[src/rtl/acc_row_packer.sv]
// Packs 64-bit VME read beats into 16 x 32-bit accumulator rows and writes each completed row.
// Optional build macro ACC_PACK_TAG_CHECK_EN: drop and flag beats whose tag differs from the started tag.
module acc_row_packer (
  input  logic        clock,
  input  logic        reset,
  input  logic        io_start,
  input  logic [10:0] io_row_base,
  input  logic [11:0] io_row_cnt,
  input  logic [20:0] io_tag,
  output logic        io_busy,
  output logic        io_done,
  output logic        io_tag_err,
  output logic        io_vme_rd_data_ready,
  input  logic        io_vme_rd_data_valid,
  input  logic [63:0] io_vme_rd_data_bits_data,
  input  logic [20:0] io_vme_rd_data_bits_tag,
  output logic        io_tensor_wr_0_valid,
  output logic [10:0] io_tensor_wr_0_bits_idx,
  output logic [31:0] io_tensor_wr_0_bits_data_0_0,
  output logic [31:0] io_tensor_wr_0_bits_data_0_1,
  output logic [31:0] io_tensor_wr_0_bits_data_0_2,
  output logic [31:0] io_tensor_wr_0_bits_data_0_3,
  output logic [31:0] io_tensor_wr_0_bits_data_0_4,
  output logic [31:0] io_tensor_wr_0_bits_data_0_5,
  output logic [31:0] io_tensor_wr_0_bits_data_0_6,
  output logic [31:0] io_tensor_wr_0_bits_data_0_7,
  output logic [31:0] io_tensor_wr_0_bits_data_0_8,
  output logic [31:0] io_tensor_wr_0_bits_data_0_9,
  output logic [31:0] io_tensor_wr_0_bits_data_0_10,
  output logic [31:0] io_tensor_wr_0_bits_data_0_11,
  output logic [31:0] io_tensor_wr_0_bits_data_0_12,
  output logic [31:0] io_tensor_wr_0_bits_data_0_13,
  output logic [31:0] io_tensor_wr_0_bits_data_0_14,
  output logic [31:0] io_tensor_wr_0_bits_data_0_15
);

  localparam logic [0:0] ST_IDLE = 1'b0;
  localparam logic [0:0] ST_PACK = 1'b1;

  logic [0:0]  r_state;
  logic [10:0] r_base;
  logic [11:0] r_cnt;
  logic [2:0]  r_beat;
  logic [11:0] r_row;
  logic [31:0] r_buf [0:15];
  logic [31:0] r_out [0:15];
  logic        r_wr_valid;
  logic [10:0] r_idx;
  logic        r_done;

  logic w_accept;
  logic w_tag_ok;
  logic w_last_row;

  assign w_accept   = io_vme_rd_data_valid & (r_state == ST_PACK);
  assign w_last_row = (r_row == (r_cnt - 12'd1));

`ifdef ACC_PACK_TAG_CHECK_EN
  logic [20:0] r_tag;
  logic        r_tag_err;

  assign w_tag_ok   = (io_vme_rd_data_bits_tag == r_tag);
  assign io_tag_err = r_tag_err;

  always_ff @(posedge clock or posedge reset) begin
    if (reset) begin
      r_tag     <= 21'd0;
      r_tag_err <= 1'b0;
    end else if (r_state == ST_IDLE && io_start) begin
      r_tag     <= io_tag;
      r_tag_err <= 1'b0;
    end else if (w_accept && !w_tag_ok) begin
      r_tag_err <= 1'b1;
    end
  end
`else
  logic w_unused_tags;

  assign w_unused_tags = ^{io_tag, io_vme_rd_data_bits_tag};
  assign w_tag_ok      = 1'b1;
  assign io_tag_err    = 1'b0;
`endif

  always_ff @(posedge clock or posedge reset) begin
    if (reset) begin
      r_state    <= ST_IDLE;
      r_base     <= 11'd0;
      r_cnt      <= 12'd0;
      r_beat     <= 3'd0;
      r_row      <= 12'd0;
      r_wr_valid <= 1'b0;
      r_idx      <= 11'd0;
      r_done     <= 1'b0;
      for (int i = 0; i < 16; i++) begin
        r_buf[i] <= 32'd0;
        r_out[i] <= 32'd0;
      end
    end else begin
      r_wr_valid <= 1'b0;
      r_done     <= 1'b0;
      case (r_state)
        ST_IDLE: begin
          if (io_start) begin
            if (io_row_cnt == 12'd0) begin
              r_done <= 1'b1;
            end else begin
              r_state <= ST_PACK;
              r_base  <= io_row_base;
              r_cnt   <= io_row_cnt;
              r_beat  <= 3'd0;
              r_row   <= 12'd0;
            end
          end
        end
        default: begin
          if (w_accept && w_tag_ok) begin
            r_beat <= r_beat + 3'd1;
            if (r_beat == 3'd7) begin
              // Row leaves the staging buffer whole; output slots never see a partial row.
              for (int i = 0; i < 14; i++) begin
                r_out[i] <= r_buf[i];
              end
              r_out[14]  <= io_vme_rd_data_bits_data[31:0];
              r_out[15]  <= io_vme_rd_data_bits_data[63:32];
              r_wr_valid <= 1'b1;
              r_idx      <= r_base + r_row[10:0];
              r_row      <= r_row + 12'd1;
              if (w_last_row) begin
                r_state <= ST_IDLE;
                r_done  <= 1'b1;
              end
            end else begin
              r_buf[{r_beat, 1'b0}] <= io_vme_rd_data_bits_data[31:0];
              r_buf[{r_beat, 1'b1}] <= io_vme_rd_data_bits_data[63:32];
            end
          end
        end
      endcase
    end
  end

  assign io_busy                 = (r_state == ST_PACK);
  assign io_vme_rd_data_ready    = (r_state == ST_PACK);
  assign io_done                 = r_done;
  assign io_tensor_wr_0_valid    = r_wr_valid;
  assign io_tensor_wr_0_bits_idx = r_idx;

  assign io_tensor_wr_0_bits_data_0_0  = r_out[0];
  assign io_tensor_wr_0_bits_data_0_1  = r_out[1];
  assign io_tensor_wr_0_bits_data_0_2  = r_out[2];
  assign io_tensor_wr_0_bits_data_0_3  = r_out[3];
  assign io_tensor_wr_0_bits_data_0_4  = r_out[4];
  assign io_tensor_wr_0_bits_data_0_5  = r_out[5];
  assign io_tensor_wr_0_bits_data_0_6  = r_out[6];
  assign io_tensor_wr_0_bits_data_0_7  = r_out[7];
  assign io_tensor_wr_0_bits_data_0_8  = r_out[8];
  assign io_tensor_wr_0_bits_data_0_9  = r_out[9];
  assign io_tensor_wr_0_bits_data_0_10 = r_out[10];
  assign io_tensor_wr_0_bits_data_0_11 = r_out[11];
  assign io_tensor_wr_0_bits_data_0_12 = r_out[12];
  assign io_tensor_wr_0_bits_data_0_13 = r_out[13];
  assign io_tensor_wr_0_bits_data_0_14 = r_out[14];
  assign io_tensor_wr_0_bits_data_0_15 = r_out[15];

endmodule

[config.mk]
export PLATFORM = sky130hd
export DESIGN_NAME = acc_row_packer
export DESIGN_NICKNAME = d
export VERILOG_FILES = /design/src/rtl/acc_row_packer.sv
export SDC_FILE = /design/constraint.sdc
export NUM_CORES = 2
export LEC_CHECK = 0
export ABC_AREA = 1
export CAP_MARGIN = 25
export CORE_MARGIN = 2
export CORE_UTILIZATION = 31
export DETAILED_ROUTE_END_ITERATION = 10
export GPL_TIMING_DRIVEN = 0
export HOLD_SLACK_MARGIN = 0.05
export PLACE_DENSITY = 0.54
export SETUP_SLACK_MARGIN = 0.15
export SLEW_MARGIN = 20
export SYNTH_ARGS = -nofsm -noshare
export SYNTH_HDL_FRONTEND = slang
export SYNTH_SLANG_ARGS = --single-unit
[constraint.sdc]
create_clock -name clock -period 38.6 [get_ports clock]
set_clock_uncertainty 0.15 [all_clocks]
set_input_delay 7.72 -clock clock [delete_from_list [all_inputs] [get_ports clock]]
set_output_delay 7.72 -clock clock [all_outputs]
set_load 0.02 [all_outputs]
==> results.toml <==
[pwr]
power.density_mw_per_mm2 = 82.76
max-vdd-ir-drop_mv = 0.04371
p_leak_nw = 24.92

[global_routing]
grt_antenna_before_repair = 9
grt.total_usage = 0.2200
grt_overflow = 0
grt_max_degree = 100
grt_pass1_wl_microns = 204200
grt_pass1_vias = 30050

[floorplanning]
rows = 128
design.die.area_sq_mm = 0.1254
pin_count = 661
core_area_sq_mm = 0.1217
die-width_microns = 354.2
die_y_microns = 354.2
start_util = 0.3123

[place]
dpl_cell_area_sq_mm = 0.04656
dp.final_hpwl_microns = 99490
placed_cells = 6276
port_buffers = 617
gp_congestion = 0.8341

[cts]
clockRootBuffer = "clkbuf_16"
post_cts_buffers = 0
cts.sinks = 1012
cts_hold_buf = 0
cts_tree = "done"
cts_buffers = 109
clkLatencyLatePin_ns = 0.70
cts.clk_slew.worst_paths_ns = 0.06
cts.repair.resized = 0
cts_buffer_depth = 3
htreeDepth = 3

[logic_synthesis]
synth.top_cell.area_share = 0.6663
synth.area.top_cells = "dfrtp_1, nand2_1, o21ai_1, buf_2, o21ai_0"
synth_area_sq_mm = 0.03801
synthCells = 4022
syn_nets = 4170
yosys.cell_types.count = 35
ys_seq_area_frac = 0.6663
ys.warnings.count = 0
synth.avg_cell_area_sq_um = 9.450
ys_seq_elements = 1012
synth_top_cell_by_area = "dfrtp_1"

[sta]
fin_tns_setup_ns = 0
grt_setup_unrepaired = "false"
maxSlewHeadroom = 0.3353
layout_min_cycle_time_ns = 9.810
worstMarginPinSlew_ns = 0.9971
drv_slew = 0
final.period_utilization = 0.2542
setup_viol = 0
finalHoldViolCount = 0
fmax_mhz = 101.9
holdWs_ns = 0.3065

[worst_setup_path]
endpoint_kind = "output pin"
cp_max_fo = 6
worstPathRequired_ns = 30.73
arrival_ns = 1.94
crit_path_start_kind = "flop"
critical_path_class = "flop to output pin"
r2r_slack_ns = 35.70

[drt]
post_drt_wl_per_cell_microns = 21.43
drt_first_pass_iters = 6
ant_nets = 0
wl_microns = 138800
num_vias = 29970
viasPerCell = 4.629
drc = 0
drt_iter0_markers = 2177

[outcome]
status = "finished clean"

[layout]
fin_cells = 6475
final_area_sq_mm = 0.05012
final_nets = 4910
top_register = "r_buf"
drive_gt1_frac = 0.08116
fill_cells = 12300
area_delta_synth_final_pct = 31.86
largest_register_ffs = 448

[worst_hold_path]
hold_path.class = "flop to flop"

[run]
cap_violations = 0
==> power by group <==
group          switching (mW)  internal, mW  total, mW
Combinational           0.770         0.573       1.34
Sequential              0.266          1.49       1.76
Clock                   0.438         0.609       1.05
==> Yosys cell counts <==
master	number
xor2_1	6
nor2_2	3
dfrtp_1	1012
inv_1	113
nand4_1	11
nand3b_1	2
inv_2	2
clkbuf_1	31
nor3_1	6
o211ai_1	1
nor2_1	39
conb_1	1
o22ai_1	4
or2_1	1
nor2_4	1
a21oi_1	17
o22a_1	1
o21bai_1	1
nand2_1	1974
o21ai_0	87
xnor2_1	4
buf_4	7
o32ai_1	1
o31ai_1	1
or2_2	1
nand2_2	2
nand3_1	23
mux2_2	12
nor4_2	1
nand2_4	1
fa_1	1
a21o_1	2
ha_1	14
o21ai_1	456
buf_2	183
==> worst max-delay path: stages (launching register included) <==
cell	delay [ns]
dfrtp_1	0.50
buf_4	0.16
clkdlybuf4s50_1	0.58
==> logic make-up after synthesis <==
family | share of synthesized area
muxes | 0.003555
adders and majority gates | 0.005135
AOI/OAI and AO/OA | 0.07584
DFF | 0.6663
other | 0.00009866
and+or+nand+nor | 0.2069
buffers and inverters | 0.03990
xor gates and xnor gates | 0.002304
==> final cells by class <==
cell class,instances,area [sq um],share of cell area
flip-flops and latches,1012,25320,0.5053
well taps,1625,2033,0.04057
clock buffers,163,3203,0.06391
repair buffers,629,6506,0.1298
clock inverters,28,334.1,0.006665
inverters,115,439.2,0.008763
multi-input cells,2674,11170,0.2228
diodes,8,20.02,0.0003994
plain buffers,221,1091,0.02177
==> layout by cell type (no fill, tap or decap), drive strengths merged, types with 2 or more instances in the layout <==
cell type and instances:
diode 8, nand3b 2, xnor2 4, a21o 2
clkinv 16, nand3 23, ha 14, mux2 12
o21ai 543, o22ai 4, a21oi 17, inv 117
or2 2, nor3 6, nand4 11, nor2 43
clkinvlp 4, dfrtp 1012, clkdlybuf4s50 617, bufinv 6
nand2 1977, buf 202, xor2 6, clkbuf 194
==> per-layer routing <==
layer,track usage,up-vias,wire length (microns)
met1,0.2947,14760,59810
li1,-,14150,-
met4,0.07669,0,4504
met3,0.05717,190,11070
met5,0,-,0
met2,0.3457,872,63400
==> path summary, 6_finish.rpt <==
kind / from / endpoint / cells after the start
max: io_busy / io_vme_rd_data_ready / 2
min: r_buf[464] / io_tensor_wr_0_bits_data_0_1[16] / 2
max reg2reg: r_beat[0] / io_tensor_wr_0_bits_data_0_14[6] / 7
min reg2reg: r_buf[464] / io_tensor_wr_0_bits_data_0_1[16] / 2
max in group asynchronous: reset / r_buf[79] / 6
min in group asynchronous: reset / r_base[4] / 2
==> per-stage QoR <==
step                  util  setup WS, ns  power [mW]
floorplan                -         2.254       2.431
global placement    0.3797        -10.77       3.108
detailed placement  0.3825         27.99       3.122
CTS                 0.4116         28.74       4.188
global route        0.4116         28.45       4.395
finish              0.4118         28.79       4.148
(Power assumes the default switching activity.)
